### config.mk
export PLATFORM = sky130hd
export DESIGN_NAME = fetch_stage_flat
export DESIGN_NICKNAME = d
export VERILOG_FILES = /design/src/rtl/pipeline_pkg.sv /design/src/rtl/fetch_stage_if.sv /design/src/rtl/fetch_stage_if_id_reg.sv /design/src/rtl/fetch_stage.sv /design/src/flat_wrapper.sv
export SDC_FILE = /design/constraint.sdc
export NUM_CORES = 1
export LEC_CHECK = 0
export CELL_PAD_IN_SITES_DETAIL_PLACEMENT = 0
export CELL_PAD_IN_SITES_GLOBAL_PLACEMENT = 2
export CORE_MARGIN = 4
export CORE_UTILIZATION = 29
export DETAILED_ROUTE_END_ITERATION = 7
export PLACE_DENSITY_LB_ADDON = 0.1
export SLEW_MARGIN = 5
export SYNTH_ARGS = -nofsm -noshare
export SYNTH_HDL_FRONTEND = slang
export SYNTH_SLANG_ARGS = --single-unit
### constraint.sdc
create_clock -name clock -period 2.7 [get_ports clock]
set_input_delay 0.54 -clock clock [delete_from_list [all_inputs] [get_ports clock]]
set_output_delay 0.54 -clock clock [all_outputs]
set_load 0.02 [all_outputs]
### src/rtl/pipeline_pkg.sv
// Shared pipeline definitions for the MIPS fetch/decode boundary.
//   - fetch_state_t : fetch FSM states (RUN, WAIT_DISCARD)
//   - DEF_NOP_INST  : bubble instruction (sll $0,$0,0)
//   - DEF_RESET_PC  : default PC after reset
//   - if_id_t       : IF/ID pipeline register contents, reusable by decode
package pipeline_pkg;

  typedef enum logic [0:0] {
    RUN          = 1'b0,
    WAIT_DISCARD = 1'b1
  } fetch_state_t;

  localparam logic [31:0] DEF_NOP_INST = 32'h0000_0000;
  localparam logic [31:0] DEF_RESET_PC = 32'h0000_0000;

  typedef struct packed {
    logic [31:0] pc_plus_4;
    logic [31:0] inst;
  } if_id_t;

endpackage

### src/rtl/fetch_stage_if.sv
// Instruction-memory request bus between the fetch stage and memory.
//   imem_addr  : fetch address (driven by fetch)
//   imem_rdata : instruction word, valid when imem_ready=1 (driven by memory)
//   imem_ready : memory returns imem_rdata for imem_addr this cycle
// Modports: master = fetch stage, slave = instruction memory.
interface fetch_stage_if;
  logic [31:0] imem_addr;
  logic [31:0] imem_rdata;
  logic        imem_ready;

  modport master (output imem_addr, input imem_rdata, input imem_ready);
  modport slave  (input imem_addr, output imem_rdata, output imem_ready);
endinterface

### src/rtl/fetch_stage_if_id_reg.sv
// IF/ID pipeline register with write enable and synchronous flush-to-NOP.
// Ports:
//   clock, reset_n : clock, asynchronous active-low reset
//   i_we           : 0 freezes the register (takes priority over flush)
//   i_flush        : 1 loads the bubble {0, NOP_INST} instead of i_d
//   i_d            : next IF/ID contents
//   o_q            : registered IF/ID contents
module if_id_reg
  import pipeline_pkg::*;
#(
  parameter logic [31:0] NOP_INST = DEF_NOP_INST
) (
  input  logic   clock,
  input  logic   reset_n,
  input  logic   i_we,
  input  logic   i_flush,
  input  if_id_t i_d,
  output if_id_t o_q
);

  if_id_t r_q;

  always_ff @(posedge clock or negedge reset_n) begin
    if (!reset_n) begin
      r_q.pc_plus_4 <= 32'h0;
      r_q.inst      <= NOP_INST;
    end else if (i_we) begin
      if (i_flush) begin
        r_q.pc_plus_4 <= 32'h0;
        r_q.inst      <= NOP_INST;
      end else begin
        r_q <= i_d;
      end
    end
  end

  assign o_q = r_q;

endmodule

### src/rtl/fetch_stage.sv
// IF stage of the 5-stage MIPS pipeline: owns the PC, issues instruction
// fetches and produces the IF/ID pair consumed by decode.
// Optional feature macro: FETCH_DELAY_SLOT_EN (MIPS branch delay slot;
// the fetch following a taken branch is kept instead of flushed).
// Ports:
//   clock, reset_n   : clock, asynchronous active-low reset
//   imem             : instruction-memory bus (master modport)
//   BranchAddr       : branch target from ID
//   brunch_taken     : ID compare equal
//   brunch_control   : ID instruction is a branch
//   PCWrite          : 0 holds PC (load-use stall)
//   IFIDWrite        : 0 holds the IF/ID register
//   IDpc_plus_4      : registered PC+4 of the instruction in ID
//   IDinst           : registered instruction in ID
module fetch_stage
  import pipeline_pkg::*;
#(
  parameter logic [31:0] RESET_PC = DEF_RESET_PC,
  parameter logic [31:0] NOP_INST = DEF_NOP_INST
) (
  input  logic                clock,
  input  logic                reset_n,
  fetch_stage_if.master       imem,
  input  logic [31:0]         BranchAddr,
  input  logic                brunch_taken,
  input  logic                brunch_control,
  input  logic                PCWrite,
  input  logic                IFIDWrite,
  output logic [31:0]         IDpc_plus_4,
  output logic [31:0]         IDinst
);

  fetch_state_t r_state, w_state_next;
  logic [31:0]  r_pc, w_pc_next;
  logic [31:0]  r_redirect_q, w_redirect_q_next;
  logic [31:0]  w_pc_plus_4;
  logic         w_redirect;
  logic         w_ifid_flush;
  if_id_t       w_ifid_d;
  if_id_t       w_ifid_q;

  // Branch operands are stale during a load-use stall, so a stall
  // suppresses the redirect.
  assign w_redirect  = brunch_control & brunch_taken & PCWrite;
  assign w_pc_plus_4 = r_pc + 32'd4;

  assign w_ifid_d.pc_plus_4 = w_pc_plus_4;
  assign w_ifid_d.inst      = imem.imem_rdata;

  always_ff @(posedge clock or negedge reset_n) begin
    if (!reset_n) begin
      r_state      <= RUN;
      r_pc         <= RESET_PC;
      r_redirect_q <= 32'h0;
    end else begin
      r_state      <= w_state_next;
      r_pc         <= w_pc_next;
      r_redirect_q <= w_redirect_q_next;
    end
  end

  always_comb begin
    w_state_next      = r_state;
    w_pc_next         = r_pc;
    w_redirect_q_next = r_redirect_q;
    w_ifid_flush      = 1'b1;
    case (r_state)
      RUN: begin
        if (!PCWrite) begin
          w_ifid_flush = 1'b1;
        end else if (!imem.imem_ready) begin
          // The request is outstanding: the address must stay stable, so a
          // redirect is parked until the in-flight word returns.
          if (w_redirect) begin
            w_redirect_q_next = BranchAddr;
            w_state_next      = WAIT_DISCARD;
          end
          w_ifid_flush = 1'b1;
        end else if (w_redirect) begin
          w_pc_next = BranchAddr;
`ifdef FETCH_DELAY_SLOT_EN
          w_ifid_flush = 1'b0;
`else
          w_ifid_flush = 1'b1;
`endif
        end else begin
          w_pc_next    = w_pc_plus_4;
          w_ifid_flush = 1'b0;
        end
      end
      WAIT_DISCARD: begin
        // ID holds a bubble here, so any redirect request is ignored.
        if (imem.imem_ready) begin
          w_pc_next    = r_redirect_q;
          w_state_next = RUN;
`ifdef FETCH_DELAY_SLOT_EN
          w_ifid_flush = 1'b0;
`else
          w_ifid_flush = 1'b1;
`endif
        end
      end
      default: begin
        w_state_next = RUN;
      end
    endcase
  end

  if_id_reg #(
    .NOP_INST (NOP_INST)
  ) u_if_id_reg (
    .clock   (clock),
    .reset_n (reset_n),
    .i_we    (IFIDWrite),
    .i_flush (w_ifid_flush),
    .i_d     (w_ifid_d),
    .o_q     (w_ifid_q)
  );

  assign imem.imem_addr = r_pc;
  assign IDpc_plus_4    = w_ifid_q.pc_plus_4;
  assign IDinst         = w_ifid_q.inst;

endmodule

### src/flat_wrapper.sv
// flat-port wrapper written by rule: the top's interface ports become plain ports
module fetch_stage_flat import pipeline_pkg::*;
#(
  parameter logic [31:0] RESET_PC = DEF_RESET_PC,
  parameter logic [31:0] NOP_INST = DEF_NOP_INST
)
  (clock, reset_n, BranchAddr, brunch_taken, brunch_control, PCWrite, IFIDWrite, IDpc_plus_4, IDinst, imem_imem_addr, imem_imem_rdata, imem_imem_ready);
  fetch_stage_if imem_i ();
  input  logic clock;
  input  logic reset_n;
  input  logic [31:0] BranchAddr;
  input  logic brunch_taken;
  input  logic brunch_control;
  input  logic PCWrite;
  input  logic IFIDWrite;
  output logic [31:0] IDpc_plus_4;
  output logic [31:0] IDinst;
  output wire logic [$bits(imem_i.imem_addr)-1:0] imem_imem_addr;
  input wire logic [$bits(imem_i.imem_rdata)-1:0] imem_imem_rdata;
  input wire logic [$bits(imem_i.imem_ready)-1:0] imem_imem_ready;
  assign imem_imem_addr = imem_i.imem_addr;
  assign imem_i.imem_rdata = imem_imem_rdata;
  assign imem_i.imem_ready = imem_imem_ready;
  fetch_stage #(.RESET_PC(RESET_PC), .NOP_INST(NOP_INST)) u_core (.clock(clock), .reset_n(reset_n), .imem(imem_i), .BranchAddr(BranchAddr), .brunch_taken(brunch_taken), .brunch_control(brunch_control), .PCWrite(PCWrite), .IFIDWrite(IFIDWrite), .IDpc_plus_4(IDpc_plus_4), .IDinst(IDinst));
endmodule
==> summary.md <==
| Metric | Value |
|---|---|
| Endpoint of the worst-slack reg-to-reg timing path | `u_core.imem.imem_addr[29]$_DFFE_PN0P_` |
| Crit path max-delay cell type | `nor4_1` |
| Min cycle time layout | `2.28 ns` |
| Library cell with the highest instance count after synthesis | `dfrtp_1` |
| GR Overflow Total | `0` |
| Initial Utilization | `29.6%` |
| Clock slew at the register clock pins of the worst setup and hold paths | `0.06 ns` |
| Starting DRC count in detailed routing | `248` |
| Detail-routed net length per standard cell | `18.5 µm` |
| Die width | `155 µm` |
| Clock root buffer | `clkbuf_16` |
| Required arrival time at the worst endpoint | `2.99 ns` |
| Yosys reg bits | `129` |
| Arrival time of the worst setup path | `2.57 ns` |
| Cell type with the highest aggregate area in the netlist | `dfrtp_1` |
| Number of max-cap violations | `0` |
| Router iterations before antenna repair | `5` |
| Setup CP Type | `reg -> reg` |
| Commonest cells post-synth | `129 x dfrtp_1, 74 x inv_1, 64 x nand2_1` |
| Worst Path Max Fanout | `7` |
| Cell mode on critical path | `nand4_1` |
| Count of endpoints failing setup in the final report | `0` |
| Run status | `finished, final reports clean` |
| Vias per cell | `4.92` |
| Mean Syn Cell Area | `9.68 µm²` |
| Fraction of registers with async set/reset | `100%` |
| Count of pins on the block boundary | `167` |
| Share of layout cells above drive strength 1 | `12.7%` |
| Largest net degree at the start of global routing | `57` |
| Startpoint of the worst register-to-register path | `u_core.imem.imem_addr[8]$_DFFE_PN0P_` |
| Worst reg2reg path depth | `5` |
| DP HPWL | `14600 µm` |
| Maximum clock frequency | `439 MHz` |
| Total CTS buffers | `17` |
| Count of hold-fix buffers inserted at cts | `0` |
| DRC violation count after routing | `0` |
| Wire length of the first global-routing pass | `32500 µm` |
| Synth Cell Area | `6250 µm²` |
| Post-synthesis sequential area ratio | `51.6%` |
| Finished Layout Cells | `1106` |
| Number of cells in the design after placement | `1073` |
| Final Slew Violations | `0` |
| Antenna violations before repair | `1` |
| Startpoint type of the worst setup path | `flop` |
| Number of warning messages in the yosys log | `0` |
| Biggest cell delay along the critical path | `0.60 ns` |
| Final TNS setup | `0 ns` |
| Final #Nets | `889` |
| Area of the core region | `21100 µm²` |
| Synth Instances | `646` |
| Top cells by area, synth | `dfrtp_1 52%, mux2_2 5.6%, o21ai_0 4.9%` |
| Routability cong. | `0.777` |
| Antenna-violating nets left | `0` |
| Net count after synthesis | `718` |
| Total GRT Usage | `17.4%` |
| Most common flop cell mapped by yosys | `dfrtp_1` |
| Clock tree skew after final layout | `0.0102 ns` |
| Placement Rows | `53` |
| Cts repair resizes | `0` |
| Latest clock arrival within the worst-skew pair | `0.42 ns` |
| Number of failing hold endpoints at the final stage | `0` |
| Number of global-route vias before repair | `5680` |
| Port bufs | `166` |
| Clock tree from TritonCTS | `yes` |
| Sum of routed wire length over all layers | `20400 µm` |
| Max-slew headroom at the worst pin | `57.9%` |
| Count of different cell masters after synthesis | `45` |
| Area added between synthesis and finish | `43.5%` |
| Height of the chip | `155 µm` |
| Worst reg-to-reg setup slack | `0.42 ns` |
| RSZ-0062 raised after global routing | `no` |
| Slew at the pin closest to its max-slew limit | `0.625 ns` |
| Sink count of the clock tree | `129` |
| CTS Buffer Depth | `2` |
| Share of the cycle needed by the critical path after routing | `84.4%` |
| Number of levels the H-tree was split into | `4` |
| Crit path cell chain | `nand4_1, nor4_1, nand4_1, o221ai_1, a2bb2oi_1` |
| Kind of end point of the critical path | `flop` |
| Leakage dissipation | `3.64 nW` |
| Share of the synthesized area in the top cell type | `51.6%` |
| Total vias in the final route | `5439` |
| Worst IR Drop VDD | `0.000423 V` |
| Worst slack on hold paths | `0.101 ns` |
| P per Cell Area | `743 nW/µm²` |
| Post-synth EDFFs | `0` |
| Class of the tightest hold or removal check | `in -> async` |
| Area enclosed by the die boundary | `24000 µm²` |
| Setup fix buffers added after clock tree synthesis | `0` |
metrics by stage:
step | setup WS, ns | power [mW] | util, % | cell area, µm²
2_1_floorplan | 0.642 | 3.42 | - | 6250
3_3_place_gp | 0.387 | 4.28 | 39.6 | 8360
3_5_place_dp | 0.317 | 4.31 | 39.6 | 8360
4_1_cts | 0.436 | 6.76 | 42.5 | 8970
5_1_grt | 0.286 | 7.01 | 42.5 | 8970
6_report | 0.422 | 6.66 | 42.5 | 8970
worst max-delay path, delay by kind of cell, from the launching register on:
family           cells  cell delay (ns)
AO/OA/AOI/OAI        2             0.35
flip-flops           1             0.50
AND/OR/NAND/NOR      3             1.29
state kept, by name (all words and copies together), names as in the netlist:
register / count
u_core.r_redirect_q: 32
u_core.u_if_id_reg.o_q: 64
u_core.imem.imem_addr: 32
u_core.r_state: 1
report_power, final:
group,internal [mW],total [mW],switching [mW]
Sequential,2.25,2.60,0.354
Combinational,0.832,1.66,0.828
Clock,1.46,2.41,0.942
layer usage:
metal	wire [µm]	up-vias	track usage, %
met3	927	20	3.44
met4	295	0	5.21
met2	9800	131	28.1
li1	-	2613	-
met5	0	-	0
met1	9420	2675	23.7
layout make-up:
class | count | area [µm²]
Clock buffer | 17 | 425
Fill cell | 2087 | 12100
Sequential cell | 129 | 3230
Multi-Input combinational cell | 401 | 2580
Clock inverter | 15 | 183
Tap cell | 275 | 344
Inverter | 74 | 278
Antenna cell | 1 | 2.50
Timing Repair Buffer | 194 | 1930
worst max-delay path by stage:
| stage | start | to | slack, ns | depth (start not counted) |
|---|---|---|---|---|
| 2_1_floorplan | u_core.imem.imem_addr[2]$_DFFE_PN0P_ | u_core.imem.imem_addr[28]$_DFFE_PN0P_ | 0.64 | 6 |
| 3_3_place_gp | PCWrite | u_core.imem.imem_addr[10]$_DFFE_PN0P_ | 0.39 | 6 |
| 3_5_place_dp | PCWrite | u_core.imem.imem_addr[10]$_DFFE_PN0P_ | 0.32 | 6 |
| 4_1_cts | u_core.imem.imem_addr[10]$_DFFE_PN0P_ | imem_imem_addr[10] | 0.44 | 1 |
| 5_1_grt | u_core.imem.imem_addr[3]$_DFFE_PN0P_ | u_core.imem.imem_addr[26]$_DFFE_PN0P_ | 0.29 | 6 |
| 6_report | u_core.imem.imem_addr[8]$_DFFE_PN0P_ | u_core.imem.imem_addr[29]$_DFFE_PN0P_ | 0.42 | 5 |
logic make-up (layout without fill, tap and decap cells):
logic type | after synthesis | count (layout) | synth area share [%]
multiplexers | 31 | 31 | 5.58
buffers and inverters | 116 | 300 | 7.22
AO/OA/AOI/OAI | 182 | 182 | 18.2
flip-flops | 129 | 129 | 51.6
other | 0 | 1 | 0
adder cells (fa/ha/maj) | 1 | 1 | 0.200
AND/OR/NAND/NOR | 160 | 160 | 13.4
XOR/XNOR | 27 | 27 | 3.78
placed cells by master (no fill, tap or decap), drive strengths merged, types with 2 or more instances in the layout:
| master | n |
|---|---|
| a211oi | 4 |
| a21o | 3 |
| a21oi | 32 |
| a221oi | 2 |
| a2bb2oi | 17 |
| and2 | 8 |
| and3 | 13 |
| buf | 30 |
| bufinv | 3 |
| clkbuf | 17 |
| clkdlybuf4s50 | 164 |
| clkinv | 3 |
| clkinvlp | 4 |
| dfrtp | 129 |
| inv | 79 |
| mux2 | 31 |
| nand2 | 64 |
| nand2b | 2 |
| nand3 | 15 |
| nand4 | 14 |
| nand4b | 2 |
| nor2 | 23 |
| nor3 | 4 |
| nor4 | 5 |
| o21a | 2 |
| o21ai | 61 |
| o221ai | 11 |
| o22a | 4 |
| o22ai | 37 |
| o2bb2ai | 2 |
| o31ai | 2 |
| or3 | 6 |
| xnor2 | 13 |
| xor2 | 14 |
Power figures use the tool's default switching activity.
